File: src/rtl/saida_serial_uc_pkg.sv
// Shared definitions for the serial output control unit: state codes are also
// consumed by the debug display decoder, so their values are fixed here.
package saida_serial_uc_pkg;

   typedef enum logic [3:0] {
      INICIAL   = 4'h0,
      PREPARA   = 4'h1,
      TRANSMITE = 4'h2,
      ESPERA    = 4'h3,
      PROXIMO   = 4'h4,
      FINAL     = 4'h5,
      ERRO      = 4'hE
   } estado_t;

   localparam int unsigned CARACTERES_POR_QUADRO = 4;

   // Busy covers the whole frame including the completion state.
   function automatic logic estado_ocupado(input estado_t e);
      return (e != INICIAL) && (e != ERRO);
   endfunction

   // States in which a new frame request must be remembered for later.
   function automatic logic estado_memoriza(input estado_t e);
      return (e == PREPARA) || (e == TRANSMITE) || (e == ESPERA) || (e == PROXIMO);
   endfunction

endpackage

File: src/rtl/saida_serial_uc_contador_m.sv
// Modulo-M counter with synchronous clear and enable; fim flags the last count.
module contador_m #(
   parameter int M = 16,
   parameter int N = 4
) (
   input  logic         clock,
   input  logic         reset,
   input  logic         zera_s,
   input  logic         conta,
   output logic [N-1:0] Q,
   output logic         fim
);

   localparam logic [N-1:0] ULTIMO = N'(M - 1);

   always_ff @(posedge clock or negedge reset) begin
      if (!reset) begin
         Q <= '0;
      end else if (zera_s) begin
         Q <= '0;
      end else if (conta) begin
         if (Q == ULTIMO) begin
            Q <= '0;
         end else begin
            Q <= Q + N'(1);
         end
      end
   end

   assign fim = (Q == ULTIMO);

endmodule

File: src/rtl/saida_serial_uc.sv
// Control unit for the serial output datapath: sends hundreds, tens, units and
// '#', with a one-deep pending request and a per-character watchdog.
module saida_serial_uc
   import saida_serial_uc_pkg::*;
#(
   parameter int TIMEOUT_CICLOS = 10000,
   parameter int TIMEOUT_BITS   = 14
) (
   input  logic       clock,
   input  logic       reset,
   input  logic       partida,
   input  logic       fim_contador,
   input  logic       serial_pronto,
   output logic       zera_contador,
   output logic       conta_contador,
   output logic       proximo,
   output logic       pronto,
   output logic       ocupado,
   output logic       erro,
   output logic [3:0] db_estado
);

   estado_t                 estado;
   estado_t                 proximo_estado;
   logic                    pendente;
   logic                    timeout;
   logic [TIMEOUT_BITS-1:0] watchdog_q_unused;

   // The watchdog restarts on every character start and only counts while waiting.
   contador_m #(
      .M(TIMEOUT_CICLOS),
      .N(TIMEOUT_BITS)
   ) u_watchdog (
      .clock  (clock),
      .reset  (reset),
      .zera_s (estado == TRANSMITE),
      .conta  (estado == ESPERA),
      .Q      (watchdog_q_unused),
      .fim    (timeout)
   );

   always_ff @(posedge clock or negedge reset) begin
      if (!reset) begin
         estado   <= INICIAL;
         pendente <= 1'b0;
      end else begin
         estado <= proximo_estado;
         if ((estado == FINAL) || ((estado == ERRO) && partida)) begin
            pendente <= 1'b0;
         end else if (partida && estado_memoriza(estado)) begin
            pendente <= 1'b1;
         end
      end
   end

   always_comb begin
      proximo_estado = estado;
      case (estado)
         INICIAL:   if (partida) proximo_estado = PREPARA;
         PREPARA:   proximo_estado = TRANSMITE;
         TRANSMITE: proximo_estado = ESPERA;
         ESPERA: begin
            // A completed character wins over a timeout on the same cycle.
            if (serial_pronto) begin
               proximo_estado = fim_contador ? FINAL : PROXIMO;
            end else if (timeout) begin
               proximo_estado = ERRO;
            end
         end
         PROXIMO:   proximo_estado = TRANSMITE;
         FINAL:     proximo_estado = (pendente || partida) ? PREPARA : INICIAL;
         ERRO:      if (partida) proximo_estado = PREPARA;
         default:   proximo_estado = INICIAL;
      endcase
   end

   always_comb begin
      zera_contador  = 1'b0;
      conta_contador = 1'b0;
      proximo        = 1'b0;
      pronto         = 1'b0;
      erro           = 1'b0;
      ocupado        = estado_ocupado(estado);
      db_estado      = estado;
      case (estado)
         PREPARA:   zera_contador  = 1'b1;
         TRANSMITE: proximo        = 1'b1;
         PROXIMO:   conta_contador = 1'b1;
         FINAL:     pronto         = 1'b1;
         ERRO:      erro           = 1'b1;
         default:   ;
      endcase
   end

endmodule
File: config.mk
export PLATFORM = sky130hd
export DESIGN_NAME = saida_serial_uc
export DESIGN_NICKNAME = d
export VERILOG_FILES = /design/src/rtl/saida_serial_uc_pkg.sv /design/src/rtl/saida_serial_uc_contador_m.sv /design/src/rtl/saida_serial_uc.sv
export SDC_FILE = /design/constraint.sdc
export NUM_CORES = 1
export LEC_CHECK = 0
export CAP_MARGIN = 0
export CORE_UTILIZATION = 49
export DETAILED_ROUTE_END_ITERATION = 10
export HOLD_SLACK_MARGIN = 0.03
export PLACE_DENSITY = 0.72
export SYNTH_ARGS = -nofsm -noshare
export SYNTH_HDL_FRONTEND = slang
export SYNTH_HIERARCHICAL = 1
export SYNTH_SLANG_ARGS = --single-unit
export TNS_END_PERCENT = 50
File: constraint.sdc
create_clock -name clock -period 2.12 [get_ports clock]
set_input_delay 0.424 -clock clock [delete_from_list [all_inputs] [get_ports clock]]
set_output_delay 0.424 -clock clock [all_outputs]
set_load 0.05 [all_outputs]
==> impl_metrics.csv <==
group,metric,value,unit
cts,cts_max_level,1,
drt,ant_nets,0,
final_layout,final_nets,163,
final_layout,diodes,0,
place,dpl_cell_area,1500,µm²
cts,cts.sinks,19,
final_layout,drive_gt1_frac,0.282,
place,place_ws,0.0345,ns
timing,fin_crit_sh,0.955,
worst_setup_path,crit_slowest_cell,"dfrtp_2",
final_layout,instances_no_fill,184,
power_and_ir_drop,peakVddDrop,0.000921,V
synth,yosysSeqAreaShare,0.405,
synth,netlist.area_leader.share,0.405,
global_routing,grt_max_degree,20,
drt,post_drt_via_cell_ratio,5.78,
synth,synth_area,1170,µm²
outcome,status,"completed",
final_layout,utilization,0.686,
synth,ys_types,39,
drt,drc,0,
final_layout,areaGrowthSynthToFinish,30.6,%
cts,insertion_delay,0.31,ns
cts,clockRootBuffer,"clkbuf_4",
timing,skew,0.00403,ns
drt,vias,1063,
global_routing,grt_pass1_wl,4570,µm
place,io_buffer_count,14,
cts,cts_tree,"built",
drt,post_drt_wl_per_cell,14.7,µm
drt,wl,2710,µm
global_routing,grt_pass1_vias,1003,
worst_setup_path,critPathMaxFanout,17,
die,die_y,50.9,µm
worst_setup_path,worstPathArrival,1.60,ns
final_layout,num-fill-cells,185,
power_and_ir_drop,p_leak,0.636,nW
cts,cts_setup_buffers,0,
worst_setup_path,required,1.70,ns
drt,dr.pass1.iters,4,
worst_hold_path,min_path_type,"input pin to async pin",
die,pin_count,15,
die,fp-row-count,17,
synth,syn_nets,138,
cts,clkTransAtPathRegs,0.11,ns
drt,drt_iter0_markers,47,
die,core_area,2230,µm²
synth,yosysWarnings,6,
synth,ys_ff_latch,19,
final_layout,final_area,1530,µm²
timing,period_needed,2.03,ns
global_routing,grt_util_all_layers,0.236,
synth,yosysTopAreaCell,"dfrtp_1",
timing,fmax,0.494,GHz
timing,tightestPinTransition,0.500,ns
worst_setup_path,cp_cell_sequence,"nand3_1 > nor2_2 > a21oi_1 > buf_12",
worst_setup_path,max_stage_delay,0.58,ns
worst_setup_path,start_kind,"register",
timing,setup_slack,0.0947,ns
timing,setup_viol,0,
worst_setup_path,crit_type,"register to output pin",
global_routing,antenna_found_initial,0,
timing,hold_viol,0,
cts,cts_buffer_depth,2,
die,start_util,0.525,
synth,synth_cells,132,
die,dieArea,2590,µm²
global_routing,grt_remaining_overflow,0,
timing,slew_viol_final,0,
synth,synth_area_leaders,"dfrtp_1 (41%), nor2_1 (5.8%), xnor2_1 (4.5%), o21ai_0 (4.3%), a21oi_1 (3.4%)",
power_and_ir_drop,p_per_area,1150,nW/µm²
die,die_w,50.9,µm
final_layout,final_cell_mix,"nor2_1 (15), dfrtp_1 (15), buf_4 (13)",
place,dp_hpwl,1920,µm
place,dp.cells,180,
place,place.gp.congestion,0.866,
timing,slew_headroom,0.666,
synth,syn_area_per_cell,8.89,µm²
worst_setup_path,end_kind,"output pin",
cts,cts_buffers,3,
run,drv_cap,0,
timing,grt_setup_unrepaired,"no",
timing,setup_tns,0,ns
[final timing paths]
kind                       slack [ns]               end             start  cells after the start
setup / recovery                 0.09           ocupado      db_estado[2]                      4
hold / removal                   0.43      db_estado[1]             reset                      2
setup reg to reg                 0.12      db_estado[1]   u_watchdog/Q[7]                      6
hold reg to reg                  0.55  u_watchdog/Q[10]  u_watchdog/Q[10]                      2
max in group asynchronous        1.47      db_estado[3]             reset                      2
min in group clock               0.55  u_watchdog/Q[10]  u_watchdog/Q[10]                      2
[worst max-delay path: cells and delay by family, from the launching register on]
family                 cells  cell delay, ns
AND/OR/NAND/NOR            2            0.43
flip-flops                 1            0.58
AO/OA/AOI/OAI              1            0.11
buffers and inverters      1            0.17
[power by group]
part / switching, mW / total (mW) / internal [mW]
clock: 0.116 / 0.189 / 0.0735
sequential: 0.152 / 0.581 / 0.429
combinational: 0.572 / 0.993 / 0.421
total: 0.840 / 1.76 / 0.923
[Yosys cell counts]
| library cell | instances |
|---|---|
| xor2_1 | 1 |
| clkbuf_1 | 1 |
| ha_1 | 1 |
| a32o_1 | 1 |
| nand4_1 | 2 |
| and4bb_4 | 1 |
| nand4bb_1 | 1 |
| or3_1 | 4 |
| nor4b_1 | 1 |
| o21ai_0 | 10 |
| nor4_1 | 1 |
| or4_1 | 4 |
| o32a_1 | 1 |
| a32o_2 | 1 |
| a221o_1 | 1 |
| buf_2 | 1 |
| or3b_2 | 1 |
| buf_4 | 1 |
| a31oi_1 | 3 |
| o21bai_4 | 1 |
| a21oi_1 | 8 |
| nand4b_1 | 2 |
| o22a_1 | 1 |
| mux2_4 | 1 |
| inv_1 | 10 |
| nor2_1 | 18 |
| xnor2_1 | 6 |
| nor3_1 | 5 |
| a211oi_2 | 1 |
| a21o_2 | 1 |
| nand3_1 | 5 |
| a211oi_1 | 1 |
| o31ai_1 | 2 |
| buf_6 | 2 |
| a21oi_2 | 1 |
| nand2_1 | 9 |
| dfrtp_1 | 19 |
| o2111ai_1 | 1 |
| and3_1 | 1 |
[routing by layer]
layer | track usage | vias up | wire, µm
met5 | 0 | - | 0
met3 | 0.0625 | 3 | 107
met2 | 0.360 | 25 | 1260
li1 | - | 529 | -
met1 | 0.335 | 506 | 1330
met4 | 0.0509 | 0 | 11
[flip-flops by register name (all words and copies together) (netlist names)]
register      flops
pendente          1
db_estado         4
u_watchdog/Q     14
[cells by family after synthesis]
group,synth area share
adders and majority gates,0.0107
muxes,0.0128
AOI/OAI and AO/OA,0.204
xor gates and xnor gates,0.0522
DFF,0.405
buffers and inverters,0.0650
and+or+nand+nor,0.251
[timing repair]
item / 4_1_cts / 5_1_grt
hold buffers: 0 / 0
gates resized for setup: 0 / 5
endpoints found under the setup margin: 0 / 4
[cell type report]
cell class	count	area [µm²]	area share
clock buffers	4	26.3	0.0171
well taps	28	35.0	0.0229
flip-flops and latches	19	480	0.313
repair buffers	25	283	0.184
inverters	10	37.5	0.0245
multi-input cells	98	671	0.438
[through the flow]
step	power, mW	hold WS (ns)
2_1_floorplan	1.27	0.128
3_3_place_gp	1.56	0.512
3_5_place_dp	1.58	0.521
4_1_cts	1.77	0.440
5_1_grt	1.87	0.457
6_report	1.76	0.433
Note: power is estimated with default switching activity, not from simulation.
